===== config.mk =====
export PLATFORM = sky130hd
export DESIGN_NAME = i2c_fifo
export DESIGN_NICKNAME = d
export VERILOG_FILES = /design/src/rtl/i2c_fifo.sv
export SDC_FILE = /design/constraint.sdc
export NUM_CORES = 1
export LEC_CHECK = 0
export BUFFER_PORTS_ARGS = -buffer_cell sky130_fd_sc_hd__buf_4
export CAP_MARGIN = 30
export CORE_MARGIN = 2
export CORE_UTILIZATION = 50
export CTS_CLUSTER_DIAMETER = 120
export CTS_CLUSTER_SIZE = 25
export DETAILED_ROUTE_END_ITERATION = 7
export PLACE_DENSITY = 0.66
export SYNTH_ARGS = -nofsm -noshare
export SYNTH_HDL_FRONTEND = slang
export SYNTH_SLANG_ARGS = --single-unit

===== constraint.sdc =====
create_clock -name PCLK -period 3.95 [get_ports PCLK]
set_input_delay 0.1975 -clock PCLK [delete_from_list [all_inputs] [get_ports PCLK]]
set_output_delay 0.1975 -clock PCLK [all_outputs]
set_load 0.01 [all_outputs]

===== src/rtl/i2c_fifo.sv =====
// Synchronous first-word-fall-through FIFO with registered-state level flags
// and a same-cycle error strobe for overflow/underflow requests.
module i2c_fifo #(
   parameter int DWIDTH = 32,
   parameter int AWIDTH = 5
) (
   input  logic              PCLK,
   input  logic              PRESETn,
   input  logic              WR_ENA,
   input  logic              RD_ENA,
   input  logic [DWIDTH-1:0] DATA_IN,
   output logic [DWIDTH-1:0] DATA_OUT,
   output logic              FULL,
   output logic              EMPTY,
   output logic [AWIDTH:0]   LEVEL,
   output logic              ERROR
);

   localparam int              DEPTH_N  = 2 ** AWIDTH;
   localparam logic [AWIDTH:0] DEPTH    = {1'b1, {AWIDTH{1'b0}}};
   localparam logic [AWIDTH:0] CNT_ZERO = {(AWIDTH+1){1'b0}};
   localparam logic [AWIDTH:0] CNT_ONE  = {{AWIDTH{1'b0}}, 1'b1};
   localparam logic [AWIDTH-1:0] PTR_ZERO = {AWIDTH{1'b0}};
   localparam logic [AWIDTH-1:0] PTR_ONE  = {{(AWIDTH-1){1'b0}}, 1'b1};

   logic [DWIDTH-1:0] mem_q [DEPTH_N];
   logic [AWIDTH-1:0] wp_q, wp_d;
   logic [AWIDTH-1:0] rp_q, rp_d;
   logic [AWIDTH:0]   cnt_q, cnt_d;
   logic              full_s, empty_s;
   logic              wr_acc_s, rd_acc_s;

   // Acceptance decode and next-state pointer/count arithmetic
   always_comb begin
      full_s   = (cnt_q == DEPTH);
      empty_s  = (cnt_q == CNT_ZERO);
      // A push into a full queue is legal when a pop frees the head slot
      wr_acc_s = WR_ENA & (~full_s | RD_ENA);
      rd_acc_s = RD_ENA & ~empty_s;
      wp_d     = wp_q;
      rp_d     = rp_q;
      cnt_d    = cnt_q;
      if (wr_acc_s) begin
         wp_d = wp_q + PTR_ONE;
      end else begin
         wp_d = wp_q;
      end
      if (rd_acc_s) begin
         rp_d = rp_q + PTR_ONE;
      end else begin
         rp_d = rp_q;
      end
      case ({wr_acc_s, rd_acc_s})
         2'b10:   cnt_d = cnt_q + CNT_ONE;
         2'b01:   cnt_d = cnt_q - CNT_ONE;
         default: cnt_d = cnt_q;
      endcase
   end

   // Pointer and count registers with synchronous active-low reset
   always_ff @(posedge PCLK) begin
      if (!PRESETn) begin
         wp_q  <= PTR_ZERO;
         rp_q  <= PTR_ZERO;
         cnt_q <= CNT_ZERO;
      end else begin
         wp_q  <= wp_d;
         rp_q  <= rp_d;
         cnt_q <= cnt_d;
      end
   end

   // Storage array; contents survive reset, a write during reset is dropped
   always_ff @(posedge PCLK) begin
      if (PRESETn && wr_acc_s) begin
         mem_q[wp_q] <= DATA_IN;
      end
   end

   assign DATA_OUT = mem_q[rp_q];
   assign FULL     = full_s;
   assign EMPTY    = empty_s;
   assign LEVEL    = cnt_q;
   assign ERROR    = (PRESETn & WR_ENA & full_s & ~RD_ENA) | (RD_ENA & empty_s);

endmodule


; ---- After elaboration in Yosys (flattened, before gate mapping)
; Memories as Yosys holds them, arrays and structs flattened. A register that Yosys moved wholly into a read port is not among the register bits.
; Index checks and enable logic that the tools add are counted.
[totals]
reg_bits = 16
ramBits = 1024
in_bits = 36
output_inout_bits = 41
wordCells = 30
memories = 1
[classes]
add_sub_neg = 4
eq_ne = 3
muxes = 5
bitwise = 11
reduce_logical = 3
[mem_list]
columns = name, words, width, rd, rd_ports_with_merged_regs, wr, line_no
row1 = mem_q, 32, 32, 1, 1, 1, 26  ; logic [DWIDTH-1:0] mem_q [DEPTH_N];
[ops]
columns = op, n
row1 = $pmux 6 s2, 1
row2 = $add 5x1->5 const B, 2
row3 = $mux 5, 2
row4 = $add 6x1->6 const B, 1
row5 = $and 1x1->1, 6
row6 = $eq 6x6->1 const B, 1
row7 = $logic_not 6->1, 1
row8 = $sub 6x1->6 const B, 1
row9 = $not 1->1, 3
row10 = $eq 2x1->1 const B, 1
row11 = $eq 2x2->1 const B, 1
row12 = $mux 1, 2
row13 = $or 1x1->1, 2
row14 = $reduce_bool 2->1, 1
row15 = $logic_and 1x1->1, 1

; ---- Logic depth before layout (Yosys ltp)
; Gate-level depths: netlist of the first run.
[logic_depth]
ltp_word = 7
depth_mapped = 12
depth_no_buf = 11

; ---- Worst setup path after synthesis of the first run
; OpenSTA, ideal clock, no wires.
[synth_path]
path_kind = flip-flop to flip-flop
from = register cnt_q[0], in the netlist LEVEL[0]
to = memory mem_q[31][0] (enable)
setup_time_ns = 0.461
arrival_ns = 3.132
required_time_ns = 3.489
setup_slack_ns = 0.357
path_stages_with_launch = 5
path_buffers = 0
synth_period_minus_slack_ns = 3.593
path_cell_list = dfxtp_1 -> or4_4 -> nor4_2 -> nand3b_1 -> nor3_1
[synth_via]
elab_chain_len = 7
[synth_rtl]
columns = element, line_no
row1 = start: declaration, 29  ; logic [AWIDTH:0] cnt_q, cnt_d;
row2 = start signal: assignment, 69  ; cnt_q <= cnt_d;
row3 = $eq 6x6->1, 35  ; full_s = (cnt_q == DEPTH);
row4 = $not 1->1, 38  ; wr_acc_s = WR_ENA & (~full_s | RD_ENA);
row5 = $or 1x1->1, 38
row6 = $and 1x1->1, 38
row7 = $logic_and 1x1->1, 75  ; if (PRESETn && wr_acc_s) begin
row8 = $mux 1, 75
row9 = $mux 1 (implied by the code), 76  ; mem_q[wp_q] <= DATA_IN;
row10 = end: declaration, 26
; No other way between the ends.

==> summary.md, run 1 <==
| Metric | Value |
|---|---|
| Status | finished, final reports clean |
| Syn Area/Cell | 17.4 sq um |
| Maxcap violations | 0 |
| Cts bufs inserted | 47 |
| Clock Tree Root | clkbuf_16 |
| Top cell by count, worst path | buf_4 |
| Internal power | ~16 mW |
| Area growth syn-to-layout | 9.62% |
| Sequential-to-total area share from yosys stat | 76.5% |
| CP endpoint kind | output port |
| Worst setup path end | DATA_OUT[11] |
| Grt met3 use | 3.57% |
| Critical path class | register to output port |
| Initial Util | 50.6% |
| Fin worst setup slack | 0.382 ns |
| Ratio of cells with drive above 1 in the final layout | 10.4% |
| Post-Syn Area | 0.0408 sq mm |
| Sw Pwr | about 5.7 mW |
| Power share of the clock group | 24.6% |
| Via density | 6.10 |
| Die width | 289 um |
| Grt ovf | 0 |
| R2R depth | 10 |
| Flop pwr share | 56.8% |
| Die H | 289 um |
| Routed len/inst | 28.2 um |
| DP HPWL | approximately 57000 um |
| Total GRT Usage | between 20% and 30% |
| Fin nets | 2498 |
| Initial antenna violation count | 0 |
| Tightest Pin Transition | 0.954 ns |
| Met1 GRT Util | 33.3% |
| VDD IR max | 0.282 mV |
| Vias in the first global route | 21186 |
| Drt first pass iters | 5 |
| R2R Setup Slk | 0.71 ns |
| Clock Path Buffers | 3 |
| Core area | 0.0805 sq mm |
| Crit path arrival time | 3.37 ns |
| Setup_tns | 0 ns |
| Post-DP Area | 0.0432 sq mm |
| Fmax | 0.280 GHz |
| R2r endpoint | LEVEL[5] |
| Std cell rows | 104 |
| CP peak stage delay | 0.65 ns |
| Final ANT Viol Nets | 0 |
| Min Clock Period, post-route | 3.57 ns |
| H-Tree Depth | 2 |
| Number of flops mapped to enable cells by yosys | 1024 |
| Largest net degree at the start of global routing | 75 |
| RSZ-0062 raised after global routing | false |
| Biggest area consumer among synthesized cells | edfxtp_1 |
| RR Startpoint | LEVEL[0] |
| Skew final | about 0.024 ns |
| Pre-CTS worst setup slack | around 0.77 ns |
| Slew HR | 36.4% |
| Clk sinks | about 1000 |
| Distinct cell type count after synthesis | 44 |
| Initial DRC count | 2268 |
| Die area | 0.0838 sq mm |
| GP Congestion | 0.828 |
| Port Buf Inserts | 76 |
| Hold Vio Cnt, Final | 0 |
| Gr busiest metal | met2 |
| Crit-path max FO | 40 |
| Leak pwr | 13.3 nW |
| Combinational share of power | 18.6% |
| Sw Share | 26.2% |
| CTS tree | built |
| Post-synthesis sequential element count | ~1000 |
| Tcrit/Tclk final | between 90% and 100% |
| Worst path slowest cell | nor3_1 |
| Synth Net Count | 2392 |
| Top FF cell, synth | edfxtp_1 |
| Slew Viols, Final | 0 |
| CP top delay family | simple AND/OR/NAND/NOR gates |
| Critical path depth | 8 |
| Grt met2 use | 38.3% |
| Post-Route WL | 99400 um |
| Via count | 21454 |
| Antenna cells | 0 |
| Endpoints failing setup | 0 |
| Critical Path Source Type | register |
| Pwr dens | 486 mW/mm^2 |
| FFs w/ async S/R, synth | 0% |
| Clk_lat worst skew | between 0.6 and 0.7 ns |
| Syn. warnings | 0 |
| Critical Path, Cell by Cell | buf_12, buf_4, mux2i_1, a22o_1, nor3_1, a31oi_1, nand3_1, buf_4 |
| Yosys top cell area share | 75.5% |
| WP data required | 3.75 ns |
| Total chip power | 21.7 mW |
| Synth area leaders | edfxtp_1 (75%), mux2i_1 (13%), a22oi_1 (1.8%) |
| Worst path buffer plus inverter count | 3 |
| Clock Pin Slew Worst Setup and Hold Paths | 0.10 ns |
| Fillers | 6059 |
| First-pass GRT wire length | about 140000 um |
| Min Hold Slack | 0.0205 ns |
| Final Instance Area | 0.0447 sq mm |
| Num ports | a little under 80 |
| Worst hold path class | primary input to register |
| Synthesized instance count | 2345 |
| DRC errors left | 0 |
[power by group through the flow]
stage | sequential (mW) | clock, mW | combinational, mW
after floorplan | 12.6 | 0 | 2.55
after CTS | 12.3 | 5.44 | 4.02
final | 12.3 | 5.35 | 4.03
after global routing | 12.4 | 5.77 | 4.28
after detailed placement | 12.6 | 0 | 3.99
after global placement | 12.6 | 0 | 3.94
[sequential cells by signal, indices dropped and copies added (netlist names), named ones only]
name and flops:
mem_q 1024, LEVEL 6, rp_q 5, wp_q 5
[worst register-to-register path: cells and delay by family, from the launching register on]
kind	cells	cell delay [ns]
AND/OR/NAND/NOR	5	1.47
adder cells (fa/ha/maj)	2	0.69
AO/OA/AOI/OAI	3	0.60
flip-flops	1	0.37
[stage by stage]
stage	std cells	util, %
final	3518	55.5
after global routing	3518	55.5
after CTS	3518	55.5
after detailed placement	3433	53.6
after global placement	3433	53.6
after floorplan	2345	-
[worst min path at each step]
| stage | slack, ns | from | endpoint | cells past startpoint |
|---|---|---|---|---|
| final | 0.02 | DATA_IN[22] | mem_q[11][22] | 1 |
| after global routing | 0.02 | DATA_IN[8] | mem_q[13][8] | 1 |
| after CTS | 0.009 | DATA_IN[22] | mem_q[9][22] | 1 |
| after detailed placement | 0.51 | PRESETn | wp_q[1] | 3 |
| after global placement | 0.50 | LEVEL[4] | LEVEL[4] | 2 |
| after floorplan | 0.30 | DATA_IN[0] | mem_q[0][0] | 0 |
[cell families after synthesis]
| group | share of synthesized area, % |
|---|---|
| xor+xnor | 0.236 |
| fa+ha+maj | 0.356 |
| simple gates | 3.51 |
| compound gates | 5.12 |
| mux | 12.6 |
| flops | 76.5 |
| buf+inv | 1.67 |
[Yosys cell counts, types with 2 or more instances]
master       n
buf_2       46
nand2b_1     3
a31oi_1     32
a21oi_1    102
ha_1        10
buf_1       13
edfxtp_1  1024
nand3b_1     3
nand2_1    107
dfxtp_1     21
nor2b_1      2
a22o_1      65
a22oi_1     96
mux2i_1    514
clkbuf_1    52
o21ai_0      3
nand4_1      2
buf_6        2
buf_4       20
nor3_1      37
xnor2_1      3
nand3_1    100
or2_2        2
or3_1        2
inv_1        9
nor2_1      50
xor2_1       8
[layout make-up]
type | count | area, sq um | area share (%)
sequential | 1045 | 31200 | 69.8
multi-input combinational | 1158 | 9170 | 20.5
timing repair buffer | 190 | 1750 | 3.92
tap | 1060 | 1330 | 2.97
clock buffer | 54 | 1200 | 2.69
inverter | 9 | 33.8 | 0.0756
clock inverter | 2 | 15.0 | 0.0336
[cells in the final DEF, fill, tap and decap left out, drive strengths merged, types with 2 or more instances in the layout]
master,instances
a22o,65
nand2b,3
o21ai,4
or3,2
buf,161
nor2,50
nor4,2
nor3,37
edfxtp,1024
a22oi,96
xnor2,3
mux2i,514
a21o,2
nor2b,2
nand3b,3
nand3,100
inv,11
or2,2
nand4,2
dfxtp,21
xor2,8
a31oi,32
nand2,107
a21oi,102
ha,10
clkbuf,54
dlygate4sd3,29
[metal layers]
metal / vias to the layer above / part of all wire [%]
met5: - / 0
met4: 0 / 3.3
li1: 9395 / -
met1: 11098 / 42
met3: 147 / 7.4
met2: 814 / 48
[repair_timing]
item | CTS | global route
hold endpoints to repair | 764 | 0
gates resized for setup | 0 | 0
hold buffers | 29 | 0
setup buffers | 0 | 0
Power figures use the tool's default switching activity.
==> run 2: changes to the inputs <==
--- a/config.mk
+++ b/config.mk
@@ -8,11 +8,11 @@
 export BUFFER_PORTS_ARGS = -buffer_cell sky130_fd_sc_hd__buf_4
 export CAP_MARGIN = 30
 export CORE_MARGIN = 2
-export CORE_UTILIZATION = 50
+export CORE_UTILIZATION = 60
 export CTS_CLUSTER_DIAMETER = 120
 export CTS_CLUSTER_SIZE = 25
 export DETAILED_ROUTE_END_ITERATION = 7
-export PLACE_DENSITY = 0.66
+export PLACE_DENSITY = 0.77
 export SYNTH_ARGS = -nofsm -noshare
 export SYNTH_HDL_FRONTEND = slang
 export SYNTH_SLANG_ARGS = --single-unit
==> run 2 against run 1 <==
  * Clock power is 2% higher
  * Count of clock-buffer cells in the layout increased by 11
  * Core utilization rose by 11 points
  * Largest power group unchanged
==> summary.md, run 2 (synthesis gave the netlist of run 1 again) <==
| Metric | Value |
|---|---|
| RR Startpoint | LEVEL[0] |
| Most frequent cells in the layout | edfxtp_1 (1024), mux2i_1 (514), buf_4 (133) |
| H-Tree Depth | 2 |
| Largest register FFs | between 1000 and 1500 |
| Slew HR | 37.9% |
| VDD IR max | 0.346 mV |
| CP endpoint kind | output port |
| Status | finished, final reports clean |
| Skew final | approximately 0.034 ns |
| Initial antenna violation count | 3 |
| Core area | 0.0672 sq mm |
| Worst path slowest cell | a31oi_1 |
| Setup_tns | 0 ns |
| Critical path class | register to output port |
| Port Buf Inserts | 76 |
| Multi-input logic area | 0.00917 sq mm |
| Critical Path Source Type | register |
| Final ANT Viol Nets | 0 |
| Initial Util | 60.7% |
| Critical Path, Cell by Cell | and2_4, buf_4, a22o_1, nor3_1, a31oi_1, nand3_1, buf_4 |
| Worst setup path end | DATA_OUT[27] |
| Die width | 265 um |
| Register area | 0.0312 sq mm |
| Post-CTS sizing | 0 |
| Largest net degree at the start of global routing | 109 |
| Final Instance Area | 0.0443 sq mm |
| Maxcap violations | 0 |
| Std cell rows | 95 |
| Leak pwr | between 10 and 15 nW |
| R2R Setup Slk | a little under 0.8 ns |
| GP Congestion | 0.826 |
| Crit path arrival time | 3.38 ns |
| Clock Pin Slew Worst Setup and Hold Paths | 0.10 ns |
| R2R depth | 10 |
| Worst hold path class | primary input to register |
| Fmax | 0.280 GHz |
| Clock Tree Root | clkbuf_16 |
| Min Hold Slack | 0.0207 ns |
| Post-DP Area | 0.0428 sq mm |
| Clock Path Buffers | 3 |
| Via count | 21491 |
| Biggest register | mem_q |
| Total chip power | 21.8 mW |
| Total GRT Usage | 26.4% |
| Tcrit/Tclk final | 90.6% |
| WP data required | 3.75 ns |
| CP peak stage delay | 0.67 ns |
| Vias in the first global route | ~21000 |
| Initial DRC count | 2411 |
| CTS tree | built |
| Area growth syn-to-layout | 8.80% |
| First-pass GRT wire length | 137000 um |
| DRC errors left | 0 |
| Top cell by count, worst path | buf_4 |
| Tightest Pin Transition | 0.931 ns |
| Die area | 0.0700 sq mm |
| Clk sinks | around 1000 |
| Clk_lat worst skew | between 0.6 and 0.7 ns |
| Ratio of cells with drive above 1 in the final layout | about a tenth |
| Hold Vio Cnt, Final | 0 |
| Slew Viols, Final | 0 |
| Commonest non-fill, non-tap cell in the layout | edfxtp_1 |
| Via density | between 6 and 7 |
| Routed len/inst | 27.7 um |
| Crit-path max FO | 28 |
| Cts bufs inserted | 47 |
| R2r endpoint | LEVEL[5] |
| Num ports | 77 |
| Post-Route WL | 92000 um |
| Die H | 265 um |
| Endpoints failing setup | 0 |
| DP HPWL | 53900 um |
| Fin util | 66.0% |
| Grt ovf | 0 |
| RSZ-0062 raised after global routing | false |
| Fin nets | between 2000 and 2500 |
| Pwr dens | 493 mW/mm^2 |
| Min Clock Period, post-route | between 3 and 4 ns |
| Drt first pass iters | 5 |
| Fillers | 4411 |
-- run 2: layer usage --
metal  up-vias  GRT usage [%]  share of wire, %  wire, um
met2      1042           42.5                48     44500
met1     10949           37.9                40     36700
li1       9382              -                 -         -
met3       112           4.69               9.8      9000
met5         -          0.970              0.12       114
met4         6           6.37               1.9      1710
-- run 2: critical path: cells and delay by family (launching register included) --
family | cells | cell delay, ns
AOI/OAI and AO/OA | 2 | 0.86
buffers and inverters | 2 | 0.57
DFF | 1 | 0.48
and+or+nand+nor | 3 | 0.80
-- run 2: worst min path at each step --
stage,slack [ns],depth (start not counted),endpoint,start
after floorplan,0.30,0,mem_q[0][0],DATA_IN[0]
after global placement,0.51,3,wp_q[1],PRESETn
after detailed placement,0.51,2,LEVEL[4],LEVEL[4]
after CTS,0.0009,1,mem_q[31][8],DATA_IN[8]
after global routing,0.004,1,mem_q[11][0],DATA_IN[0]
final,0.02,1,mem_q[11][0],DATA_IN[0]
-- run 2: per-stage QoR --
| stage | setup slack [ns] | cells |
|---|---|---|
| floorplan | 0.357 | 2345 |
| global placement | 0.787 | 3235 |
| CTS | 0.420 | 3326 |
| finish | 0.373 | 3327 |
| global route | 0.252 | 3326 |
| detailed placement | 0.830 | 3235 |
-- run 2: what timing repair did --
item	in CTS	in global routing
hold endpoints to repair	421	0
setup buffers	0	0
hold buffers	23	0
-- run 2: area by class of cell --
class,instances,share of cell area (%)
tap,873,2.46
clock buffer,65,2.85
multi-input combinational,1158,20.7
clock inverter,3,0.0705
antenna,1,0.00564
timing repair buffer,173,3.54
sequential,1045,70.3
inverter,9,0.0762
-- run 2: where the power goes --
| part | internal (mW) | switching, mW | leakage, nW | total, mW |
|---|---|---|---|---|
| clock | 2.26 | 3.19 | 0.627 | 5.45 |
| sequential | 12.3 | 0.0933 | 9.38 | 12.3 |
| combinational | 1.61 | 2.43 | 3.25 | 4.04 |
